--- src/rtl/cape_et_sequencer.sv ---
// Job sequencer for one cape_ET stochastic-number generator: loads an operand set,
// pulses the generator reset, counts ones per stream until done, returns the result.
module cape_et_sequencer #(
  parameter int WIDTH      = 4,
  parameter int NUM_INPUTS = 2,
  parameter int CNT_W      = NUM_INPUTS*WIDTH+1,
  parameter int MAX_LEN    = 2**(NUM_INPUTS*WIDTH)
) (
  input  logic                        clk,
  input  logic                        rst_n,
  input  logic                        in_valid,
  output logic                        in_ready,
  input  logic [NUM_INPUTS*WIDTH-1:0] in_bxs,
  output logic                        se_rst_n,
  output logic [NUM_INPUTS*WIDTH-1:0] se_bxs,
  input  logic                        se_done,
  input  logic [NUM_INPUTS-1:0]       se_xs,
  output logic                        out_valid,
  input  logic                        out_ready,
  output logic [NUM_INPUTS*CNT_W-1:0] out_cnts,
  output logic [CNT_W-1:0]            out_len,
  output logic                        out_timeout,
  output logic                        busy
);

  // state  | meaning
  // IDLE   | waiting for an operand set
  // LOAD   | cape_ET held in reset for one cycle
  // RUN    | counting stream bits until se_done or MAX_LEN
  // RESULT | result offered until out_ready
  localparam logic [1:0] S_IDLE   = 2'd0;
  localparam logic [1:0] S_LOAD   = 2'd1;
  localparam logic [1:0] S_RUN    = 2'd2;
  localparam logic [1:0] S_RESULT = 2'd3;

  localparam logic [CNT_W-1:0] MAX_LEN_C = CNT_W'(MAX_LEN);

  logic [1:0]       state;
  logic [CNT_W-1:0] len;
  logic [CNT_W-1:0] cnt [NUM_INPUTS];

  always_ff @(posedge clk) begin
    if (!rst_n) begin
      state       <= S_IDLE;
      se_bxs      <= '0;
      len         <= '0;
      out_timeout <= 1'b0;
      for (int i = 0; i < NUM_INPUTS; i++) cnt[i] <= '0;
    end else begin
      case (state)
        S_IDLE: begin
          if (in_valid) begin
            se_bxs      <= in_bxs;
            len         <= '0;
            out_timeout <= 1'b0;
            for (int i = 0; i < NUM_INPUTS; i++) cnt[i] <= '0;
            state       <= S_LOAD;
          end
        end
        S_LOAD: state <= S_RUN;
        S_RUN: begin
          // done takes priority over the length limit, so a stream of exactly MAX_LEN is not a timeout
          if (se_done) begin
            state <= S_RESULT;
          end else if (len == MAX_LEN_C) begin
            out_timeout <= 1'b1;
            state       <= S_RESULT;
          end else begin
            len <= len + 1'b1;
            for (int i = 0; i < NUM_INPUTS; i++) cnt[i] <= cnt[i] + CNT_W'(se_xs[i]);
          end
        end
        S_RESULT: if (out_ready) state <= S_IDLE;
        default: state <= S_IDLE;
      endcase
    end
  end

  // rst_n gates the status outputs so they read inactive for the whole reset cycle
  assign in_ready  = rst_n && (state == S_IDLE);
  assign busy      = rst_n && (state != S_IDLE);
  assign out_valid = rst_n && (state == S_RESULT);
  assign se_rst_n  = rst_n && (state != S_LOAD);
  assign out_len   = len;

  always_comb begin
    out_cnts = '0;
    for (int i = 0; i < NUM_INPUTS; i++) out_cnts[i*CNT_W +: CNT_W] = cnt[i];
  end

endmodule
--- config.mk ---
export PLATFORM = sky130hd
export DESIGN_NAME = cape_et_sequencer
export DESIGN_NICKNAME = d
export VERILOG_FILES = /design/src/rtl/cape_et_sequencer.sv
export SDC_FILE = /design/constraint.sdc
export NUM_CORES = 1
export LEC_CHECK = 0
export ABC_AREA = 1
export CAP_MARGIN = 20
export CORE_ASPECT_RATIO = 1.2
export CORE_MARGIN = 3
export CORE_UTILIZATION = 48
export DETAILED_ROUTE_END_ITERATION = 10
export PLACE_DENSITY = 0.86
export REMOVE_ABC_BUFFERS = 1
export SKIP_CTS_REPAIR_TIMING = 1
export SLEW_MARGIN = 15
export SYNTH_ARGS = -nofsm -noshare
export SYNTH_HDL_FRONTEND = slang
export SYNTH_SLANG_ARGS = --single-unit
--- constraint.sdc ---
create_clock -name clk -period 2.4 [get_ports clk]
set_input_delay 0.36 -clock clk [delete_from_list [all_inputs] [get_ports clk]]
set_output_delay 0.36 -clock clk [all_outputs]
set_load 0.01 [all_outputs]
# After elaboration in Yosys (flattened, before gate mapping)
# Memory sizes are Yosys's and may differ from the RTL's.
# Index checks and enable logic that the tools add are counted.
op_classes:
  multipliers: 0
  n_reduce_logical: 11
  bitwise: 4
  n_shift: 0
  n_addsub: 3
  div_mod_pow: 0
  muxes: 27
  magnitude_cmp: 0
  n_eq_ne: 11
ops:
  columns: ["op", "n"]
  rows:
  - ["$mux 9", 7]
  - ["$add 9x1->9", 2]
  - ["$pmux 9 s2", 1]
  - ["$mux 1", 13]
  - ["$ne 2x2->1 const B", 5]
  - ["$add 9x1->9 const B", 1]
  - ["$eq 9x9->1 const B", 1]
  - ["$mux 2", 4]
  - ["$pmux 2 s4", 1]
  - ["$reduce_and 4->1", 2]
  - ["$eq 2x2->1 const B", 2]
  - ["$logic_and 1x1->1", 4]
  - ["$or 1x1->1", 4]
  - ["$reduce_bool 2->1", 2]
  - ["$ne 3x3->1 const B", 1]
  - ["$reduce_and 3->1", 1]
  - ["$eq 2x1->1 const B", 1]
  - ["$logic_not 2->1", 1]
  - ["$ne 2x1->1 const B", 1]
  - ["$pmux 1 s2", 1]
  - ["$reduce_and 2->1", 1]
totals:
  mem_bits_rw: 18
  mem_count: 1
  wordCells: 61
  output_inout_bits: 40
  latch_bits: 0
  regBits: 20
  mem_bits_ro: 0
memory_table:
  columns: ["memory", "depth", "word_bits", "rd", "rd_clocked_by_memory_dff", "wr", "line", "rtl"]
  rows:
  - ["cnt", 2, 9, 2, 0, 2, "40", "logic [CNT_W-1:0] cnt [NUM_INPUTS];"]

# Depth between registers and ports, before layout
# Gate-level depths: netlist of the first run.
logic_depth:
  word_depth: 7
  mapped_depth: 9
  depth_no_buf: 9

# Worst setup path before layout of the first run
# Ideal clock, no wire load.
synth_path:
  path_type: "reg-to-reg"
  start: "register state[0]"
  end: "memory cnt[0][0] in the netlist's numbering, enable pin"
  setup_time_ps: 434
  path_stages_with_launch: 7
  arrival_time_ps: 1494
  path_slack_ps: 472
  required_ps: 1966
  path_buffers: 0
  cell_sequence: "dfxtp_1 > inv_1 > ha_1 > inv_1 > nor2_2 > nand2_1 > nand3_1"
synth_lines:
  columns: ["element", "line", "rtl"]
  rows:
  - ["start, declared", "38", "logic [1:0] state;"]
  - ["start signal, assigned", "44", "state <= S_IDLE;"]
  - ["start signal, assigned", "57", "state <= S_LOAD;"]
  - ["start signal, assigned", "60", "S_LOAD: state <= S_RUN;"]
  - ["end, declared", "40", null]

# Worst setup path in the final report of the first run
layout_path:
  start: "register state[0]"
  end: "output port busy"
layout_between:
  elab_chain_cells: 2
layout_rtl:
  columns: ["element", "line", "rtl"]
  rows:
  - ["$reduce_bool 2->1", "81", "assign busy = rst_n && (state != S_IDLE);"]
  - ["$logic_and 1x1->1", "81", null]
  - ["end, declared", "23", "output logic busy"]
# No other way between the ends.

==> summary.md, run 1 <==
| Metric | Value |
|---|---|
| Setup_tns | `0 ns` |
| Fin crit share | `approximately 86%` |
| Most frequent cells in the layout | `nand2_1, clkdlybuf4s50_1, nor2_1` |
| WP data required | `2.04 ns` |
| DRC | `0` |
| IO Count | `55` |
| Share of layout cells above drive strength 1 | `7.19%` |
| Register area | `941 sq um` |
| Hold Path Class | `reg -> reg` |
| Reg clk slew, reported paths | `0.07 ns` |
| Worst rel slew slack | `79.7%` |
| RePlAce Congestion | `around 0.89` |
| Hold wc startpoint | `se_bxs[7]` |
| Post-Place Cells | `366` |
| Max-cap violations | `0` |
| Avg Cell Area, Syn | `7.93 sq um` |
| Worst Path Arrival | `between 1.5 and 2 ns` |
| CP Launch Point | `state[0]` |
| DIE AREA | `5060 sq um` |
| Input/output buffers | `54` |
| Num rows | `25` |
| Cts bufs inserted | `5` |
| Clock latency on the worst-skew pair | `slightly below 0.3 ns` |
| Fillcell total | `about 360` |
| CP Class | `reg -> out` |
| Total track usage | `a little under a fifth` |
| Multi-input logic area | `953 sq um` |
| H-tree depth | `2` |
| Finished Cell Area | `2790 sq um` |
| Total of warnings raised by yosys | `0` |
| Antenna fix cells | `0` |
| Total wire length | `between 4000 and 5000 um` |
| HPWL Detailed | `3310 um` |
| Hold Path Stages | `2` |
| Initial Utilization | `50.9%` |
| Min Tclk post-route | `approximately 2.1 ns` |
| Layout Nets | `345` |
| Peak supply drop | `0.000804 V` |
| Critical path capture point type | `output pin` |
| DRT antenna net count | `0` |
| Leakage | `between 1 and 1.5 nW` |
| Mapped Area | `2040 sq um` |
| GR Overflow Total | `0` |
| Clock sinks | `38` |
| CTS tree | `yes` |
| Syn Inst Count | `257` |
| DR vias | `between 1.5k and 2k` |
| Finished Layout Cells | `374` |
| First-pass GRT wire length | `7600 um` |
| Worst Reg2Reg Path Length in Cells | `7` |
| Unrepaired setup endpoints after global routing | `false` |
| PwrDens | `928 nW/um^2` |
| R2r startpoint | `state[0]` |
| Largest net degree at the start of global routing | `19` |
| Register area share after synthesis | `between 40% and 50%` |
| Final Hold Fails | `0` |
| Worst slew pin tran | `0.302 ns` |
| CP max FO | `5` |
| Core outline area | `4000 sq um` |
| CTS Buffer Depth | `2` |
| Clk root buf | `clkbuf_8` |
| Placed Area | `about 2700 sq um` |
| Outcome | `finished clean` |
| Slew Limit Fails | `0` |
| Worst setup SP type | `register` |
| Post-synth cell types | `26` |
| Clock Skews | `0.00869 ns` |
| Vias in the first global route | `1760` |
| Register bit count reported by yosys | `38` |
| Initial antenna violation count | `0` |
| WL per Instance | `around 12 um` |
| Die W | `65.5 um` |
| P&R area growth vs syn | `37.0%` |
| Initial DRC count | `about 140` |
| Vias/cell | `4.94` |
| Final setup fails | `0` |
| DRT Pass-1 Iters | `4` |
| FMAX | `484 MHz` |
| Die height | `a little under 80 um` |
==> kinds of logic (layout without fill, tap and decap cells) <==
group                      after synthesis  in the layout  synth area share [%]
and+or+nand+nor                        136            136                  29.1
DFF                                     38             38                  46.2
buffers and inverters                   36             99                  7.00
AOI/OAI and AO/OA                       25             25                  6.20
adders and majority gates               11             11                  6.76
xor gates and xnor gates                11             11                  4.73
==> metal layers <==
metal | routed length (um) | share of wire, % | track usage (%)
met4 | 36 | 0.83 | 5.81
met5 | 0 | 0 | 0
met2 | 2210 | 51 | 32.1
met1 | 1920 | 44 | 22.5
met3 | 174 | 4.0 | 4.49
==> final timing paths <==
check               to  slack (ns)
min          se_bxs[7]        0.49
max reg2reg  cnt[0][3]        0.55
max               busy        0.33
min reg2reg  se_bxs[7]        0.49
==> synth_stat cells <==
master	n	area, sq um
a21oi_1	11	55.1
a31oi_1	1	6.26
buf_6	1	11.3
clkbuf_1	1	3.75
clkinv_1	1	3.75
dfxtp_1	20	400
edfxtp_1	18	541
ha_1	11	138
inv_1	31	116
inv_2	2	7.51
nand2_1	54	203
nand2_2	4	25.0
nand3_1	13	65.1
nand3_4	1	17.5
nand3b_1	1	7.51
nand4_1	4	25.0
nor2_1	49	184
nor2_2	3	18.8
nor2_4	1	11.3
nor3_1	3	15.0
nor3b_1	2	15.0
o21ai_0	12	60.1
o21ai_1	1	5.00
or2_2	1	6.26
xnor2_1	5	43.8
xor2_1	6	52.6
==> worst max-delay path, stage by stage, from the launching register on <==
cell             delay [ns]
dfxtp_1                0.39
inv_1                  0.10
ha_1                   0.27
nor2_1                 0.12
clkdlybuf4s50_1        0.55
==> report_power, final <==
group	internal (mW)	switching (mW)	total, mW
Sequential	0.838	0.115	0.953
Clock	0.416	0.229	0.645
Combinational	0.445	0.545	0.990
==> cell type report <==
cell class / instances / area share, %
multi-input combinational: 183 / 34.2
sequential: 38 / 33.7
timing repair buffer: 57 / 20.2
inverter: 34 / 4.57
clock buffer: 5 / 2.47
clock inverter: 3 / 2.47
tap: 54 / 2.42
==> state kept, by name (all words and copies together) (netlist names) <==
register / cells
se_bxs: 8
cnt: 18
state: 2
out_len: 9
out_timeout: 1
==> metrics by stage <==
stage                     power (mW)  hold WS, ns  setup WS (ns)  utilization, %
after detailed placement        1.96        0.476          0.302            66.3
after CTS                       2.61        0.490          0.313            69.7
final                           2.59        0.488          0.333            69.7
after floorplan                 1.52        0.472          0.470               -
after global placement          1.94        0.463          0.371            66.3
after global routing            2.77        0.510          0.243            69.7
Power figures use the tool's default switching activity.
==> run 2: changes to the inputs <==
Settings changed: CELL_PAD_IN_SITES_DETAIL_PLACEMENT set to 0, CELL_PAD_IN_SITES_GLOBAL_PLACEMENT set to 1, CORE_ASPECT_RATIO 1.2 to 0.9, CORE_UTILIZATION 48 to 35, PLACE_DENSITY 0.86 to 0.78.
==> summary.md, run 2 (synthesized netlist as in run 1, its figures left out) <==
| Metric | Value |
|---|---|
| Cells along the critical path | `inv_1 -> ha_1 -> nor2_1 -> clkdlybuf4s50_1` |
| CP max FO | `5` |
| Cts bufs inserted | `5` |
| Hold endpoint | `se_bxs[2]` |
| Worst slew pin tran | `0.301 ns` |
| Critical Path Max Stage Delay | `0.54 ns` |
| DRC | `0` |
| Die W | `86.4 um` |
| CP Class | `reg -> out` |
| GR Overflow Total | `0` |
| Initial antenna violation count | `0` |
| Int Power | `approximately 1.5 mW` |
| Hold wc startpoint | `se_bxs[2]` |
| Fillcell total | `553` |
| Max-cap violations | `0` |
| Setup WS post-layout | `0.353 ns` |
| CTS tree | `yes` |
| FMAX | `489 MHz` |
| Final setup fails | `0` |
| IO Count | `55` |
| Layout Nets | `346` |
| Reg2Reg Setup Slack | `0.56 ns` |
| Reg clk slew, reported paths | `around 0.070 ns` |
| CTS Buffer Depth | `2` |
| NetSw | `approximately 890 uW` |
| PwrDens | `861 nW/um^2` |
| Min Tclk post-route | `2.05 ns` |
| Clock latency on the worst-skew pair | `0.29 ns` |
| DR vias | `1774` |
| Num rows | `25` |
| Core outline area | `5440 sq um` |
| Hold Path Class | `reg -> reg` |
| P&R area growth vs syn | `35.4%` |
| Vias/cell | `4.57` |
| Total wire length | `around 4500 um` |
| First-pass GRT wire length | `7820 um` |
| Die height | `78.4 um` |
| Leakage | `1.11 nW` |
| Largest net degree at the start of global routing | `19` |
| Largest register FFs | `18` |
| Share of layout cells above drive strength 1 | `7.17%` |
| Sequential power share | `40.0%` |
| HPWL Detailed | `3380 um` |
| Total track usage | `between 10 and 15%` |
| Initial DRC count | `94` |
| DIE AREA | `just under 7000 sq um` |
| DRT antenna net count | `0` |
| Setup_tns | `0 ns` |
| Antenna fix cells | `0` |
| WP data required | `a little over 2 ns` |
| Clk root buf | `clkbuf_8` |
| CP max-delay cell | `clkdlybuf4s50_1` |
| Clock power share | `18.4%` |
| Clock Skews | `0.00929 ns` |
| Initial Utilization | `37.4%` |
| Unrepaired setup endpoints after global routing | `false` |
| Slew Limit Fails | `0` |
| H-tree depth | `2` |
| Switch share | `37.5%` |
| WL per Instance | `11.5 um` |
| Worst rel slew slack | `between 70% and 80%` |
| Input/output buffers | `54` |
| Vias in the first global route | `1733` |
| Most frequent cells in the layout | `nand2_1, clkdlybuf4s50_1, nor2_1` |
| Worst Path Arrival | `1.69 ns` |
| Final Hold Fails | `0` |
| RePlAce Congestion | `between 0.8 and 0.9` |
| Top reg by flops | `cnt` |
| Logic pwr share | `41.6%` |
| Dpl ws | `0.322 ns` |
| Clock sinks | `38` |
| Family with the most delay on the worst path | `buffers and inverters` |
| Crit path buffers/inverters | `2` |
| Peak supply drop | `0.000602 V` |
| Outcome | `finished clean` |
| Reg2reg end | `cnt[0][5]` |
| Worst Reg2Reg Path Length in Cells | `7` |
| Hold Path Stages | `2` |
| R2r startpoint | `state[0]` |
| DRT Pass-1 Iters | `4` |
| Worst setup SP type | `register` |
| Fin crit share | `85.3%` |
| Critical path capture point type | `output pin` |
run 2: tightest hold or removal path, stage by stage, from the launching register on:
cell and delay, ns:
dfxtp_1 0.33, nor2_1 0.05, nor2_1 0.08
run 2: through the flow:
step,instances,area [sq um],total power [mW],utilization (%),hold WS [ns]
floorplan,255,2020,1.52,-,0.472
global placement,380,2680,1.97,49.2,0.464
detailed placement,380,2680,1.97,49.2,0.474
CTS,388,2760,2.41,50.7,0.493
global route,388,2760,2.56,50.7,0.513
finish,388,2760,2.38,50.7,0.488
run 2: power groups by stage:
stage / registers (mW) / clock network, mW / logic [mW]
2_1_floorplan: 1.01 / 0 / 0.508
3_3_place_gp: 0.966 / 0 / 1.00
3_5_place_dp: 0.968 / 0 / 1.00
4_1_cts: 0.954 / 0.448 / 1.01
5_1_grt: 0.975 / 0.468 / 1.12
6_report: 0.951 / 0.437 / 0.988
run 2: worst max-delay path by stage:
stage | start | end | slack [ns] | cells past startpoint
after floorplan | state[0] | cnt[0][0] | 0.47 | 6
after global placement | se_xs[0] | cnt[0][8] | 0.35 | 8
after detailed placement | se_xs[0] | cnt[0][8] | 0.32 | 8
after CTS | state[0] | busy | 0.32 | 4
after global routing | state[0] | busy | 0.27 | 4
final | state[0] | busy | 0.35 | 4
run 2: cell type report:
type / instances / area, sq um / area share (%)
sequential: 38 / 941 / 34.1
clock buffer: 6 / 72.6 / 2.63
clock inverter: 2 / 10.0 / 0.363
inverter: 34 / 128 / 4.63
multi-input combinational: 183 / 953 / 34.6
timing repair buffer: 58 / 571 / 20.7
tap: 67 / 83.8 / 3.04
run 2: routing by layer:
| metal | up-vias | share of wire (%) | GRT usage (%) |
|---|---|---|---|
| met5 | - | 0 | 0 |
| met4 | 0 | 1.2 | 4.67 |
| met3 | 5 | 4.7 | 3.36 |
| met2 | 40 | 43 | 22.3 |
| met1 | 783 | 51 | 19.7 |
| li1 | 946 | - | - |
==> run 3: changes to the inputs <==
==> constraint.sdc (replaced) <==
create_clock -name clk -period 2.4 [get_ports clk]
set_input_delay 0.6 -clock clk [delete_from_list [all_inputs] [get_ports clk]]
set_output_delay 0.6 -clock clk [all_outputs]
set_load 0.01 [all_outputs]
==> summary.md, run 3 (synthesized netlist as in run 1, its figures left out) <==
| Metric | Value |
|---|---|
| Peak supply drop | `0.000479 V` |
| Family with the most delay on the worst path | `buffers and inverters` |
| Slew Limit Fails | `0` |
| Reg clk slew, reported paths | `0.08 ns` |
| Clock latency on the worst-skew pair | `0.29 ns` |
| Critical Path Max Stage Delay | `0.54 ns` |
| CP Class | `reg -> out` |
| Cts bufs inserted | `5` |
| Logic pwr share | `38.7%` |
| DR vias | `about 1.8k` |
| Initial antenna violation count | `0` |
| Die height | `78.4 um` |
| Worst Path Arrival | `between 1.5 and 2 ns` |
| Input/output buffers | `54` |
| Vias/cell | `around 4.6` |
| Fin crit share | `95.5%` |
| NetSw | `approximately 910 uW` |
| Share of layout cells above drive strength 1 | `8.39%` |
| Hold Path Class | `reg -> reg` |
| Initial DRC count | `77` |
| Die W | `86.4 um` |
| Commonest non-fill, non-tap cell in the layout | `nand2_1` |
| Int Power | `1.73 mW` |
| Core outline area | `5440 sq um` |
| Vias in the first global route | `1726` |
| FMAX | `436 MHz` |
| Cells along the critical path | `inv_1 -> ha_1 -> nor2_1 -> clkdlybuf4s50_1` |
| HPWL Detailed | `roughly 3500 um` |
| Clk root buf | `clkbuf_8` |
| GR Overflow Total | `0` |
| Total wire length | `4690 um` |
| Switch share | `about a third` |
| Initial Utilization | `37.4%` |
| WL per Instance | `12.0 um` |
| Min Tclk post-route | `2.29 ns` |
| Setup_tns | `0 ns` |
| Largest register FFs | `18` |
| Leakage | `1.15 nW` |
| Final Hold Fails | `0` |
| Hold_ws | `0.486 ns` |
| DRC | `0` |
| Finished Layout Cells | `389` |
| CP max FO | `5` |
| Worst setup SP type | `register` |
| Crit path buffers/inverters | `2` |
| Post-Place Cells | `381` |
| Critical path capture point type | `output pin` |
| Worst rel slew slack | `approximately 80%` |
| Max-cap violations | `0` |
| Largest net degree at the start of global routing | `19` |
| Antenna fix cells | `0` |
| H-tree depth | `2` |
| Clock sinks | `38` |
| DRT antenna net count | `0` |
| Clock Skews | `approximately 0.0023 ns` |
| Worst slew pin tran | `roughly 0.3 ns` |
| Num rows | `25` |
| P&R area growth vs syn | `39.4%` |
| Sequential power share | `36.4%` |
| DRT Pass-1 Iters | `4` |
| PwrDens | `930 nW/um^2` |
| Most frequent cells in the layout | `nand2_1, clkdlybuf4s50_1, nor2_1` |
| CP max-delay cell | `clkdlybuf4s50_1` |
| Top reg by flops | `cnt` |
| IO Count | `55` |
| Layout Nets | `347` |
| CTS Buffer Depth | `2` |
| WP data required | `around 1.8 ns` |
| Total track usage | `14.6%` |
| Final setup fails | `0` |
| Unrepaired setup endpoints after global routing | `false` |
| Clock power share | `about a quarter` |
| First-pass GRT wire length | `8020 um` |
| RePlAce Congestion | `~0.72` |
| CTS tree | `yes` |
| Outcome | `finished clean` |
| DIE AREA | `6770 sq um` |
## run 3: layout make-up
| type | instances | area [sq um] |
|---|---|---|
| fillers | 571 | 2600 |
| multi-input cells | 183 | 953 |
| flip-flops and latches | 38 | 943 |
| repair buffers | 59 | 593 |
| inverters | 34 | 128 |
| well taps | 67 | 83.8 |
| clock buffers | 5 | 68.8 |
| clock inverters | 3 | 68.8 |
## run 3: worst paths after layout
path              from         to  slack [ns]  depth (start not counted)
min          se_bxs[3]  se_bxs[3]        0.49                          2
max reg2reg   state[0]  cnt[0][4]        0.62                          7
min reg2reg  se_bxs[3]  se_bxs[3]        0.49                          2
max           state[0]       busy        0.11                          4
## run 3: stage by stage
step                util, %  power, mW  worst slack [ns]  instance area [sq um]
floorplan                 -       1.52             0.470                   2020
global placement       49.5       1.99           -0.0978                   2700
detailed placement     49.5       2.01            -0.165                   2700
CTS                    52.1       2.67            -0.162                   2830
global route           52.2       2.82            0.0159                   2840
finish                 52.2       2.64             0.107                   2840
## run 3: per-layer routing
| metal | track usage, % | vias up | part of all wire [%] |
|---|---|---|---|
| met5 | 0 | - | 0 |
| met4 | 3.74 | 0 | 1.0 |
| met3 | 3.25 | 6 | 4.6 |
| met2 | 22.7 | 38 | 43 |
| met1 | 20.3 | 814 | 51 |
| li1 | - | 943 | - |
## run 3: power groups by stage
stage	Clock (mW)	Combinational (mW)	Sequential, mW
final	0.657	1.02	0.961
after CTS	0.670	1.04	0.957
after floorplan	0	0.508	1.01
after global placement	0	1.02	0.968
after global routing	0.691	1.15	0.983
after detailed placement	0	1.03	0.972
## run 3: worst register-to-register path, delay by kind of cell (launching register included)
kind | cells | cell delay (ns)
fa+ha+maj | 1 | 0.23
buf+inv | 3 | 0.46
simple gates | 3 | 0.46
flops | 1 | 0.35
